## src/rtl/dmem_port_arbiter_pkg.sv

```systemverilog
// Shared definitions for the data-RAM port arbiter: read-owner encoding,
// starvation-counter width and the MAX_WAIT range check.
package dmem_port_arbiter_pkg;

  localparam logic [1:0] OWN_NONE = 2'd0;
  localparam logic [1:0] OWN_IF   = 2'd1;
  localparam logic [1:0] OWN_MEM  = 2'd2;

  localparam int unsigned WAIT_CNT_W = 4;

  function automatic bit max_wait_ok(input int unsigned v);
    return (v >= 1) && (v <= 15);
  endfunction

endpackage

```

## src/rtl/dmem_port_arbiter_if.sv

```systemverilog
// Requester and RAM-side signals of the data-RAM port arbiter.
// slave = arbiter view, master = fetch/MEM stages plus RAM macro view.
interface dmem_port_arbiter_if #(
  parameter int unsigned ADDR_W = 32,
  parameter int unsigned DATA_W = 32
);
  localparam int unsigned BEW = DATA_W / 8;

  logic              if_req;
  logic [ADDR_W-1:0] if_addr;
  logic              if_gnt;
  logic              if_rvalid;
  logic [DATA_W-1:0] if_rdata;

  logic              mem_req;
  logic [BEW-1:0]    mem_wen;
  logic [ADDR_W-1:0] mem_addr;
  logic [DATA_W-1:0] mem_wdata;
  logic              mem_gnt;
  logic              mem_rvalid;
  logic [DATA_W-1:0] mem_rdata;

  logic              ram_en;
  logic [BEW-1:0]    ram_wen;
  logic [ADDR_W-1:0] ram_addr;
  logic [DATA_W-1:0] ram_wdata;
  logic [DATA_W-1:0] ram_rdata;

  modport slave (
    input  if_req, if_addr, mem_req, mem_wen, mem_addr, mem_wdata, ram_rdata,
    output if_gnt, if_rvalid, if_rdata, mem_gnt, mem_rvalid, mem_rdata,
           ram_en, ram_wen, ram_addr, ram_wdata
  );

  modport master (
    output if_req, if_addr, mem_req, mem_wen, mem_addr, mem_wdata, ram_rdata,
    input  if_gnt, if_rvalid, if_rdata, mem_gnt, mem_rvalid, mem_rdata,
           ram_en, ram_wen, ram_addr, ram_wdata
  );

endinterface

```

## src/rtl/dmem_port_arbiter_wait_cnt.sv

```systemverilog
// Saturating wait counter: counts denied IF cycles up to MAX, flags saturation.
module arb_wait_cnt
  import dmem_port_arbiter_pkg::*;
#(
  parameter int unsigned MAX = 4
) (
  input  logic                  clk,
  input  logic                  resetn,
  input  logic                  inc,
  input  logic                  clr,
  output logic [WAIT_CNT_W-1:0] cnt,
  output logic                  sat
);

  localparam logic [WAIT_CNT_W-1:0] MAX_V = WAIT_CNT_W'(MAX);

  assign sat = (cnt == MAX_V);

  always_ff @(posedge clk or negedge resetn) begin
    if (!resetn) begin
      cnt <= '0;
    end else if (clr) begin
      cnt <= '0;
    end else if (inc && !sat) begin
      cnt <= cnt + WAIT_CNT_W'(1);
    end
  end

endmodule

```

## src/rtl/dmem_port_arbiter.sv

```systemverilog
// Two-requester arbiter (IF read-only, MEM load/store) for a 1-cycle-latency RAM.
// Define DMEM_ARB_RR_EN for round-robin; default is MEM priority with IF starvation escape.
module dmem_port_arbiter
  import dmem_port_arbiter_pkg::*;
#(
  parameter int unsigned ADDR_W   = 32,
  parameter int unsigned DATA_W   = 32,
  parameter int unsigned MAX_WAIT = 4
) (
  input  logic                 clk,
  input  logic                 resetn,
  dmem_port_arbiter_if.slave   bus
);

  localparam int unsigned BEW = DATA_W / 8;

  if (!max_wait_ok(MAX_WAIT)) begin : g_bad_max_wait
    $error("dmem_port_arbiter: MAX_WAIT must be in 1..15");
  end

  logic                  if_gnt_c;
  logic                  mem_gnt_c;
  logic [WAIT_CNT_W-1:0] wait_cnt;
  logic                  wait_sat;
  logic [1:0]            rd_owner;
  logic [DATA_W-1:0]     if_rdata_p1;
  logic [DATA_W-1:0]     mem_rdata_p1;
  logic                  unused_wait;

  arb_wait_cnt #(.MAX(MAX_WAIT)) u_wait_cnt (
    .clk    (clk),
    .resetn (resetn),
    .inc    (bus.if_req && !if_gnt_c),
    .clr    (if_gnt_c || !bus.if_req),
    .cnt    (wait_cnt),
    .sat    (wait_sat)
  );

`ifdef DMEM_ARB_RR_EN
  logic [1:0] rr_last;

  // On contention the side that did not win last time goes first.
  always_comb begin
    mem_gnt_c = bus.mem_req && (!bus.if_req || (rr_last == OWN_IF));
    if_gnt_c  = bus.if_req && !mem_gnt_c;
  end

  always_ff @(posedge clk or negedge resetn) begin
    if (!resetn) begin
      rr_last <= OWN_IF;
    end else if (if_gnt_c) begin
      rr_last <= OWN_IF;
    end else if (mem_gnt_c) begin
      rr_last <= OWN_MEM;
    end
  end

  assign unused_wait = (^wait_cnt) ^ wait_sat;
`else
  // MEM has priority unless IF has been denied MAX_WAIT cycles in a row.
  always_comb begin
    mem_gnt_c = bus.mem_req && !(wait_sat && bus.if_req);
    if_gnt_c  = bus.if_req && !mem_gnt_c;
  end

  assign unused_wait = ^wait_cnt;
`endif

  assign bus.if_gnt  = if_gnt_c;
  assign bus.mem_gnt = mem_gnt_c;

  always_comb begin
    bus.ram_en    = if_gnt_c || mem_gnt_c;
    bus.ram_wen   = {BEW{1'b0}};
    bus.ram_addr  = {ADDR_W{1'b0}};
    bus.ram_wdata = {DATA_W{1'b0}};
    if (mem_gnt_c) begin
      bus.ram_wen   = bus.mem_wen;
      bus.ram_addr  = bus.mem_addr;
      bus.ram_wdata = bus.mem_wdata;
    end else if (if_gnt_c) begin
      bus.ram_addr  = bus.if_addr;
    end
  end

  // ---- p1: RAM read data returns; route it to whoever issued the read ----
  always_ff @(posedge clk or negedge resetn) begin
    if (!resetn) begin
      rd_owner <= OWN_NONE;
    end else if (if_gnt_c) begin
      rd_owner <= OWN_IF;
    end else if (mem_gnt_c && (bus.mem_wen == {BEW{1'b0}})) begin
      rd_owner <= OWN_MEM;
    end else begin
      rd_owner <= OWN_NONE;
    end
  end

  always_ff @(posedge clk or negedge resetn) begin
    if (!resetn) begin
      if_rdata_p1  <= '0;
      mem_rdata_p1 <= '0;
    end else begin
      if (rd_owner == OWN_IF) begin
        if_rdata_p1 <= bus.ram_rdata;
      end
      if (rd_owner == OWN_MEM) begin
        mem_rdata_p1 <= bus.ram_rdata;
      end
    end
  end

  // Live RAM data during the valid cycle, captured copy afterwards.
  assign bus.if_rvalid  = (rd_owner == OWN_IF);
  assign bus.mem_rvalid = (rd_owner == OWN_MEM);
  assign bus.if_rdata   = bus.if_rvalid  ? bus.ram_rdata : if_rdata_p1;
  assign bus.mem_rdata  = bus.mem_rvalid ? bus.ram_rdata : mem_rdata_p1;

endmodule
```

## src/flat_wrapper.sv

```systemverilog
// flat-port wrapper written by rule: the top's interface ports become plain ports
module dmem_port_arbiter_flat import dmem_port_arbiter_pkg::*;
#(
  parameter int unsigned ADDR_W   = 32,
  parameter int unsigned DATA_W   = 32,
  parameter int unsigned MAX_WAIT = 4
)
  (clk, resetn, bus_if_req, bus_if_addr, bus_mem_req, bus_mem_wen, bus_mem_addr, bus_mem_wdata, bus_ram_rdata, bus_if_gnt, bus_if_rvalid, bus_if_rdata, bus_mem_gnt, bus_mem_rvalid, bus_mem_rdata, bus_ram_en, bus_ram_wen, bus_ram_addr, bus_ram_wdata);
  dmem_port_arbiter_if #(.ADDR_W(ADDR_W), .DATA_W(DATA_W)) bus_i ();
  input  logic clk;
  input  logic resetn;
  input wire logic [$bits(bus_i.if_req)-1:0] bus_if_req;
  input wire logic [$bits(bus_i.if_addr)-1:0] bus_if_addr;
  input wire logic [$bits(bus_i.mem_req)-1:0] bus_mem_req;
  input wire logic [$bits(bus_i.mem_wen)-1:0] bus_mem_wen;
  input wire logic [$bits(bus_i.mem_addr)-1:0] bus_mem_addr;
  input wire logic [$bits(bus_i.mem_wdata)-1:0] bus_mem_wdata;
  input wire logic [$bits(bus_i.ram_rdata)-1:0] bus_ram_rdata;
  output wire logic [$bits(bus_i.if_gnt)-1:0] bus_if_gnt;
  output wire logic [$bits(bus_i.if_rvalid)-1:0] bus_if_rvalid;
  output wire logic [$bits(bus_i.if_rdata)-1:0] bus_if_rdata;
  output wire logic [$bits(bus_i.mem_gnt)-1:0] bus_mem_gnt;
  output wire logic [$bits(bus_i.mem_rvalid)-1:0] bus_mem_rvalid;
  output wire logic [$bits(bus_i.mem_rdata)-1:0] bus_mem_rdata;
  output wire logic [$bits(bus_i.ram_en)-1:0] bus_ram_en;
  output wire logic [$bits(bus_i.ram_wen)-1:0] bus_ram_wen;
  output wire logic [$bits(bus_i.ram_addr)-1:0] bus_ram_addr;
  output wire logic [$bits(bus_i.ram_wdata)-1:0] bus_ram_wdata;
  assign bus_i.if_req = bus_if_req;
  assign bus_i.if_addr = bus_if_addr;
  assign bus_i.mem_req = bus_mem_req;
  assign bus_i.mem_wen = bus_mem_wen;
  assign bus_i.mem_addr = bus_mem_addr;
  assign bus_i.mem_wdata = bus_mem_wdata;
  assign bus_i.ram_rdata = bus_ram_rdata;
  assign bus_if_gnt = bus_i.if_gnt;
  assign bus_if_rvalid = bus_i.if_rvalid;
  assign bus_if_rdata = bus_i.if_rdata;
  assign bus_mem_gnt = bus_i.mem_gnt;
  assign bus_mem_rvalid = bus_i.mem_rvalid;
  assign bus_mem_rdata = bus_i.mem_rdata;
  assign bus_ram_en = bus_i.ram_en;
  assign bus_ram_wen = bus_i.ram_wen;
  assign bus_ram_addr = bus_i.ram_addr;
  assign bus_ram_wdata = bus_i.ram_wdata;
  dmem_port_arbiter #(.ADDR_W(ADDR_W), .DATA_W(DATA_W), .MAX_WAIT(MAX_WAIT)) u_core (.clk(clk), .resetn(resetn), .bus(bus_i));
endmodule
```

## config.mk

```make
export PLATFORM = sky130hd
export DESIGN_NAME = dmem_port_arbiter_flat
export DESIGN_NICKNAME = d
export VERILOG_FILES = /design/src/rtl/dmem_port_arbiter_pkg.sv /design/src/rtl/dmem_port_arbiter_if.sv /design/src/rtl/dmem_port_arbiter_wait_cnt.sv /design/src/rtl/dmem_port_arbiter.sv /design/src/flat_wrapper.sv
export SDC_FILE = /design/constraint.sdc
export NUM_CORES = 1
export LEC_CHECK = 0
export CORE_MARGIN = 3
export CORE_UTILIZATION = 34
export CTS_CLUSTER_DIAMETER = 30
export DETAILED_ROUTE_END_ITERATION = 8
export PLACE_DENSITY = 0.87
export SETUP_SLACK_MARGIN = 0.3
export SLEW_MARGIN = 20
export SYNTH_ARGS = -nofsm -noshare
export SYNTH_HDL_FRONTEND = slang
export SYNTH_SLANG_ARGS = --single-unit
```

## constraint.sdc

```tcl
create_clock -name clk -period 1.8 [get_ports clk]
set_input_delay 0.54 -clock clk [delete_from_list [all_inputs] [get_ports clk]]
set_output_delay 0.54 -clock clk [all_outputs]
set_load 0.01 [all_outputs]
```

After elaboration in Yosys (flattened, before gate mapping). Index checks and enable logic that the tools add are counted.

Add/subtract/negate cells: 1. Equality and inequality tests: 3. Multiplexer cells: 10. Reductions and logical operators: 15.

Operators by type and width (number): 32-bit 2-to-1 mux (5); 4-bit 2-to-1 mux (3); 1-bit logical AND (6); 1-bit zero test (5); 4-bit by 1-bit adder with 4-bit output (second input constant) (1); 4-bit by 3-bit == test with 1-bit output (second input constant) (1); 4-bit zero test (1); 2-bit 2-to-1 mux (2); 2-bit by 1-bit == test with 1-bit output (second input constant) (1); 2-bit == test (second input constant) (1); 1-bit logical OR (2); 2-bit nonzero test (1).

Register bits: 70. Input bits: 136. Output and inout bits: 137. Logic and storage cells: 33.

Logic depth before layout (Yosys ltp). Gate-level depths: netlist (run 1).

Depth after elaboration: 11. Gate-level depth with buffers: 7. Gate-level depth less buffers: 6.

Hierarchy. From an unflattened synthesis (run 1), not the netlist that was laid out.

Cell total of the unflattened synthesis: 288. Area, all modules: 3455.8 um^2.

By module, submodules not included: dmem_port_arbiter (times used 1, cells each 264, area each 3221.8 um^2, sequential area each 1651.6 um^2); arb_wait_cnt (times used 1, cells each 24, area each 234.0 um^2, sequential area each 100.1 um^2).

Least setup slack after synthesis (run 1). No wires, ideal clock.

Path type: reg2out. Start point: register u_core.u_wait_cnt.cnt[0]. End point: output port bus_ram_addr[22]. Data arrival time: 1251 ps. Required time: 1260 ps. Setup slack: 9 ps. Stages on the path, launching flop included: 8. Path buffers: 1. Path through: dfrtp_1 inv_1 ha_1 nand4b_4 nand2_2 inv_2 buf_6 o21ai_2.

Word-level cells in the longest chain between the ends: 8.

RTL lines: start, declared (RTL line dmem_port_arbiter_wait_cnt.sv:11) `output logic [WAIT_CNT_W-1:0] cnt,`; start signal, assigned (RTL line dmem_port_arbiter_wait_cnt.sv:25) `cnt <= cnt + WAIT_CNT_W'(1);`; 4-bit by 3-bit == test with 1-bit output * (RTL line dmem_port_arbiter_wait_cnt.sv:17) `assign sat = (cnt == MAX_V);`; 1-bit logical AND * (RTL line dmem_port_arbiter.sv:62) `mem_gnt_c = bus.mem_req && !(wait_sat && bus.if_req);`; 1-bit zero test * (RTL line dmem_port_arbiter.sv:62); 1-bit logical AND * (RTL line dmem_port_arbiter.sv:62); via bus_mem_gnt (RTL line flat_wrapper.sv:22) `output wire logic [$bits(bus_i.mem_gnt)-1:0] bus_mem_gnt;`; 1-bit zero test (RTL line dmem_port_arbiter.sv:63) `if_gnt_c = bus.if_req && !mem_gnt_c;`; 1-bit logical AND (RTL line dmem_port_arbiter.sv:63); 32-bit 2-to-1 mux (RTL line dmem_port_arbiter.sv:81) `end else if (if_gnt_c) begin`; 32-bit 2-to-1 mux * (RTL line dmem_port_arbiter.sv:77) `if (mem_gnt_c) begin`; end, declared (RTL line flat_wrapper.sv:27) `output wire logic [$bits(bus_i.ram_addr)-1:0] bus_ram_addr;`.

The timed path passes the listed nets; every way through them passes the cells marked *.

Worst setup path after layout (run 1).
Start point: register u_core.u_wait_cnt.cnt[0]. End point: output port bus_ram_addr[27].

Word-level cells in the longest chain between the ends: 8.

RTL lines (RTL line): 4-bit by 3-bit == test with 1-bit output * (dmem_port_arbiter_wait_cnt.sv:17); 1-bit logical AND * (dmem_port_arbiter.sv:62); 1-bit zero test * (dmem_port_arbiter.sv:62); 1-bit logical AND * (dmem_port_arbiter.sv:62); 1-bit zero test (dmem_port_arbiter.sv:63); 1-bit logical AND (dmem_port_arbiter.sv:63); 32-bit 2-to-1 mux (dmem_port_arbiter.sv:81); 32-bit 2-to-1 mux * (dmem_port_arbiter.sv:77).

Every way passes the cells marked *; elsewhere a longest branch is shown, timed or not.

==> impl_metrics.json, run 1 <==
{
  "status": "finished, violations left",
  "violations": "negative setup slack",
  "period_needed_ps": 2540,
  "fp.dieH_um": 109,
  "cp_data_arrival_time_ps": 2000,
  "viasPerCell": 5.73,
  "ant_nets": 0,
  "cts_made_buffers": 9,
  "ctsRootBufferMaster": "clkbuf_8",
  "synthFlopType": "dfrtp_1",
  "grt_max_degree": 29,
  "area_growth_pct": 166,
  "nNetsFinal": 841,
  "hpwl_mm": 12.4,
  "synth_area_per_cell_um2": 11.4,
  "min_period_over_period_pct": 141,
  "io_pins": 273,
  "final.fill_count": 278,
  "p_per_area_mw_per_mm2": 715,
  "synth-edff-count": 0,
  "rsz0062_at_grt": "true",
  "crit_type": "register to output pin",
  "grt_pass1_vias": 5111,
  "syn-cell-area_mm2": 0.00363,
  "crit_chain": "inv_2 > ha_4 > nand4b_4 > buf_12 > buf_12 > buf_16 > nand3_4 > o21ai_4 > buf_6",
  "grt_overflow": 0,
  "ys_seq_area_share_pct": 48.3,
  "rows": 37,
  "max_slew_margin_pct": 64.5,
  "cp.required_ps": 1260,
  "crit_path_end_kind": "output pin",
  "vdd_drop_max_uv": 500,
  "worst_slack_ps": -737,
  "stdcell_count": 846,
  "cp_slowest_cell": "dfrtp_1",
  "cpPeakStageDelay_ps": 420,
  "finClkSkew_ps": 27.1,
  "synth_area_leaders": "dfrtp_1 (48%), mux2_2 (19%), o21ai_2 (7.0%), and3_1 (6.9%), nand3_1 (4.6%)",
  "critPathMaxFanout": 6,
  "syn_nets": 455,
  "hold_class": "input pin to async pin",
  "synth_top_area_share_pct": 48.3,
  "synth-async-reset-ratio_pct": 100,
  "crit_top_cell": "buf_12",
  "initial_core_util_pct": 35.0,
  "core_area_mm2": 0.0104,
  "synth.distinct_cells": 25,
  "grt_first_pass_wirelength_mm": 32.2,
  "ff2ff_setup_slack_ps": 50,
  "synth-seq-cells": 70,
  "cp-start-kind": "register",
  "yosysTopAreaCell": "dfrtp_1",
  "drt_wl_total_mm": 27.2,
  "clk_pin_slew_ps": 80,
  "clk_latency_ps": 380,
  "yosys_warnings": 0,
  "drt-initial-drc-count": 375,
  "pre_cts_ws_ps": -1090,
  "die_area_mm2": 0.0119,
  "postLayoutCoreUtil_pct": 93.2,
  "drtPass1Iterations": 5,
  "die_x_um": 109,
  "gp_congestion": 0.957,
  "portBuffers": 272,
  "worstMarginPinSlew_ps": 533,
  "slew_viol_final": 0,
  "layout-drive-gt1-share_pct": 65.5,
  "clock.fmax_mhz": 394,
  "setup_viol": 137,
  "route.detailed.drc": 0,
  "dp.cells": 734,
  "yosysMostFrequentCell": "dfrtp_1",
  "leakagePower_nw": 4.45,
  "antenna_found_initial": 3,
  "vias": 4845,
  "htree_num_levels": 3,
  "synth_common_cells": "dfrtp_1 (70), mux2_2 (61), and3_1 (40)",
  "wl_per_cell_um": 32.1,
  "cts.sinks": 70,
  "drv_cap": 0,
  "hold_viol": 0,
  "grt_use_total_pct": 37.3,
  "cts_tree": "yes",
  "syn_inst": 317,
  "clk_path_buf_depth": 2
}
per-stage QoR:
step                      hold slack (ps)  instance area [um2]  setup TNS (ps)  total power, mW
after global routing                  158                 9660          -86830             7.09
after CTS                             146                 9180          -65720             6.30
after floorplan                       244                 4290               0             2.96
after global placement                474                 7330          -97680             4.25
after detailed placement              478                 7330         -101560             4.33
final                                 150                 9660          -81620             6.91
report_power, final:
group,switching (mW),total [mW],internal [mW],leakage [nW]
Combinational,1.30,3.27,1.97,3.51
Sequential,0.151,2.01,1.86,0.829
Clock,0.696,1.62,0.928,0.114
Total,2.15,6.91,4.76,4.45
placed cells by master, fill, tap and decap left out, types with 2 or more instances in the layout:
cell             netlist  routed
and3_1                40       3
and3_4                 0      37
buf_12                 0      20
buf_16                 0      17
buf_2                  7       4
buf_4                  1      44
buf_6                 12     178
buf_8                  0       7
bufbuf_16              0       3
bufinv_16              0       3
clkbuf_1              10       2
clkbuf_8               0       9
clkdlybuf4s50_1        0     132
dfrtp_1               70      69
diode_2                0       2
inv_2                  1       3
mux2_4                 3      64
nand2_1               32      32
nand3_4                0      31
o21ai_2               29       3
o21ai_4                0      29
per-layer routing:
metal	share of wire (%)	wire, um	vias to the layer above	global-route usage [%]
met2	50	13700	412	66.7
met5	0.048	13	-	0
met1	32	8630	2378	37.3
met3	8.1	2210	163	9.06
li1	-	-	1890	-
met4	9.7	2640	2	27.5
flip-flops by register name, summed over array words and instances (netlist names):
| name | count |
|---|---|
| u_core.if_rdata_p1 | 32 |
| u_core.mem_rdata_p1 | 32 |
| u_core.u_wait_cnt.cnt | 4 |
| u_core.rd_owner | 2 |
final timing paths:
check                                                     start                              endpoint  depth (start not counted)
setup / recovery           u_core.u_wait_cnt.cnt[0]$_DFFE_PN0P_                      bus_ram_addr[27]                          9
hold reg to reg                u_core.mem_rdata_p1[5]$_DFF_PN0_      u_core.mem_rdata_p1[5]$_DFF_PN0_                          1
min in group clk               u_core.mem_rdata_p1[5]$_DFF_PN0_      u_core.mem_rdata_p1[5]$_DFF_PN0_                          1
hold / removal                                           resetn      u_core.if_rdata_p1[20]$_DFF_PN0_                          1
max in group asynchronous                                resetn          u_core.rd_owner[1]$_DFF_PN0_                          2
setup reg to reg           u_core.u_wait_cnt.cnt[0]$_DFFE_PN0P_  u_core.u_wait_cnt.cnt[2]$_DFFE_PN0P_                          9
area by class of cell:
class,instances,area [um2],share of cell area (%)
timing repair buffer,405,4750,49.1
multi-input combinational,213,2730,28.2
sequential,70,1750,18.1
tap,136,170,1.76
clock buffer,11,131,1.36
clock inverter,5,106,1.10
inverter,4,22.5,0.233
antenna,2,5.00,0.0518
critical path: cells and delay by family (launching register included):
family                   cells  cell delay, ps
adder cells (fa/ha/maj)      1             160
AO/OA/AOI/OAI                1              70
flip-flops                   1             420
AND/OR/NAND/NOR              2             250
buffers and inverters        5             740
logic make-up (layout without fill, tap and decap cells):
kind of cell | after synthesis | after routing | synth area share, %
simple gates | 113 | 113 | 16.6
buf+inv | 34 | 425 | 6.35
fa+ha+maj | 2 | 2 | 0.690
other cells | 0 | 2 | 0
mux | 64 | 64 | 20.2
xor+xnor | 2 | 2 | 0.483
flops | 70 | 70 | 48.3
compound gates | 32 | 32 | 7.42
what timing repair did:
action / in CTS / in global routing
endpoints found under the setup margin: 141 / 156
hold buffers: 0 / 0
pin swaps: 28 / 2
resized for setup: 830 / 62
cloned: 19 / 0
buffers inserted: 50 / 25
Note: power is estimated with default switching activity, not from simulation.
==> run 2, diff against run 1 <==
CORE_MARGIN = 4   (was 3)
PLACE_DENSITY = 0.81   (was 0.87)
SLEW_MARGIN = 0   (was 20)
==> run 2 against run 1 <==
  * The flow still finishes with violations (negative setup slack)
  * Sequential cell count did not move
  * Count of clock-buffer cells in the layout fell by 2
  * Routed wire length fell by 20%
  * Total power fell by 4.4%
  * Critical path type unchanged
==> impl_metrics.json, run 2 (synthesized netlist as in run 1, its figures left out) <==
{
  "status": "finished, violations left",
  "violations": "negative setup slack",
  "clk_latency_ps": 360,
  "wl_per_cell_um": 26.4,
  "final_cell_mix": "buf_6 (164), clkdlybuf4s50_1 (132), dfrtp_1 (70)",
  "ctsRootBufferMaster": "clkbuf_8",
  "cts_tree": "yes",
  "grt_use_total_pct": 26.8,
  "leakagePower_nw": 4.33,
  "core_area_mm2": 0.0104,
  "drt-initial-drc-count": 285,
  "drtPass1Iterations": 4,
  "antenna_found_initial": 0,
  "die_x_um": 111,
  "grt_max_degree": 71,
  "dp.cells": 732,
  "period_needed_ps": 2490,
  "layout-drive-gt1-share_pct": 63.6,
  "mostFrequentLayoutCell": "buf_6",
  "vdd_drop_max_uv": 521,
  "crit_path_end_kind": "output pin",
  "cts.sinks": 70,
  "initial_core_util_pct": 35.0,
  "grt_overflow": 0,
  "drt_wl_total_mm": 21.9,
  "hold_viol": 0,
  "route.detailed.drc": 0,
  "combPwrFrac_pct": 45.0,
  "crit_type": "register to output pin",
  "viasPerCell": 5.29,
  "cp_data_arrival_time_ps": 1950,
  "rsz0062_at_grt": "true",
  "power_frac_seq_pct": 29.8,
  "area_growth_pct": 155,
  "ant_nets": 0,
  "clock.fmax_mhz": 401,
  "stdcell_count": 829,
  "p_per_area_mw_per_mm2": 714,
  "internal_power_mw": 4.64,
  "setup_viol": 136,
  "drv_cap": 0,
  "min_period_over_period_pct": 139,
  "htree_num_levels": 3,
  "cts_made_buffers": 9,
  "vias": 4385,
  "cp.required_ps": 1260,
  "largestRegisters": "u_core.if_rdata_p1 (32), u_core.mem_rdata_p1 (32), u_core.u_wait_cnt.cnt (4)",
  "cp-start-kind": "register",
  "clockPowerShare_pct": 25.1,
  "worst_slack_ps": -694,
  "ctsHoldBuffers": 0,
  "die_area_mm2": 0.0124,
  "max_slew_margin_pct": 74.3,
  "clk_path_buf_depth": 2,
  "clk_pin_slew_ps": 100,
  "rows": 37,
  "hpwl_mm": 12.0,
  "portBuffers": 272,
  "grt_first_pass_wirelength_mm": 25.9,
  "nNetsFinal": 826,
  "critPathMaxFanout": 9,
  "io_pins": 273,
  "worstMarginPinSlew_ps": 385,
  "power_mw": 6.61,
  "num_antenna_cells": 0,
  "swShare_pct": 29.8,
  "hold_class": "input pin to async pin",
  "slew_viol_final": 0,
  "finClkSkew_ps": 13.3,
  "grt_pass1_vias": 4485,
  "p_sw_mw": 1.97,
  "hold-worst-slack_ps": 187,
  "gp_congestion": 0.872,
  "fp.dieH_um": 111
}
## run 2: changes by cell type in the layout (fill, tap and decap cells not counted), sizes merged
cell	delta
buf	-27
bufbuf	+2
clkbuf	+8
clkinvlp	-1
diode	-2
inv	+3
## run 2: power groups by stage
stage	Combinational (mW)	Clock [mW]	Sequential [mW]
after floorplan	1.02	0	1.94
after detailed placement	2.34	0	1.97
after global placement	2.30	0	1.95
after global routing	3.08	1.75	1.99
after CTS	2.46	1.63	1.94
final	2.97	1.66	1.97
## run 2: routing by layer
layer	vias to the layer above	part of all wire [%]	track usage (%)
met2	260	53	49.2
met1	2171	34	29.0
met3	91	6.1	6.44
met5	-	0	0
li1	1863	-	-
met4	0	5.9	12.2
## run 2: cell type report
type	count	area, um2
timing repair buffer	390	4470
tap	136	170
clock inverter	7	128
fill	373	1120
multi-input combinational	213	2580
sequential	70	1750
clock buffer	9	124
inverter	4	27.5
## run 2: worst max-delay path: stages, from the launching register on
cell and delay [ps]:
dfrtp_1 410, inv_2 110, ha_4 150, nand4b_4 160, buf_6 190, nand2_8 80, inv_12 60, clkbuf_16 170
o21ai_4 140, buf_6 120
## run 2: per-stage QoR
step | area, um2 | utilization (%) | setup TNS [ps] | setup WS, ps
6_report | 9250 | 89.2 | -76690 | -694
5_1_grt | 9250 | 89.2 | -84960 | -764
4_1_cts | 8370 | 80.7 | -72780 | -653
3_5_place_dp | 7320 | 70.6 | -103630 | -1120
3_3_place_gp | 7320 | 70.6 | -99750 | -1070
2_1_floorplan | 4290 | - | 0 | 38.7
## run 2: timing repair
item / in CTS / in global routing
gates cloned: 11 / 7
setup endpoints to repair: 141 / 149
pin swaps: 12 / 21
buffers inserted: 25 / 38
gates resized for setup: 657 / 170
## run 2: path summary, 6_finish.rpt
kind | end | from | slack (ps) | depth (start not counted)
hold reg to reg | u_core.if_rdata_p1[19]$_DFF_PN0_ | u_core.if_rdata_p1[19]$_DFF_PN0_ | 510 | 1
setup reg to reg | u_core.if_rdata_p1[20]$_DFF_PN0_ | u_core.rd_owner[1]$_DFF_PN0_ | 160 | 6
hold / removal | u_core.if_rdata_p1[7]$_DFF_PN0_ | resetn | 190 | 2
setup / recovery | bus_ram_addr[9] | u_core.u_wait_cnt.cnt[0]$_DFFE_PN0P_ | -690 | 9
max in group asynchronous | u_core.if_rdata_p1[24]$_DFF_PN0_ | resetn | 1280 | 2
min in group clk | u_core.if_rdata_p1[19]$_DFF_PN0_ | u_core.if_rdata_p1[19]$_DFF_PN0_ | 510 | 1
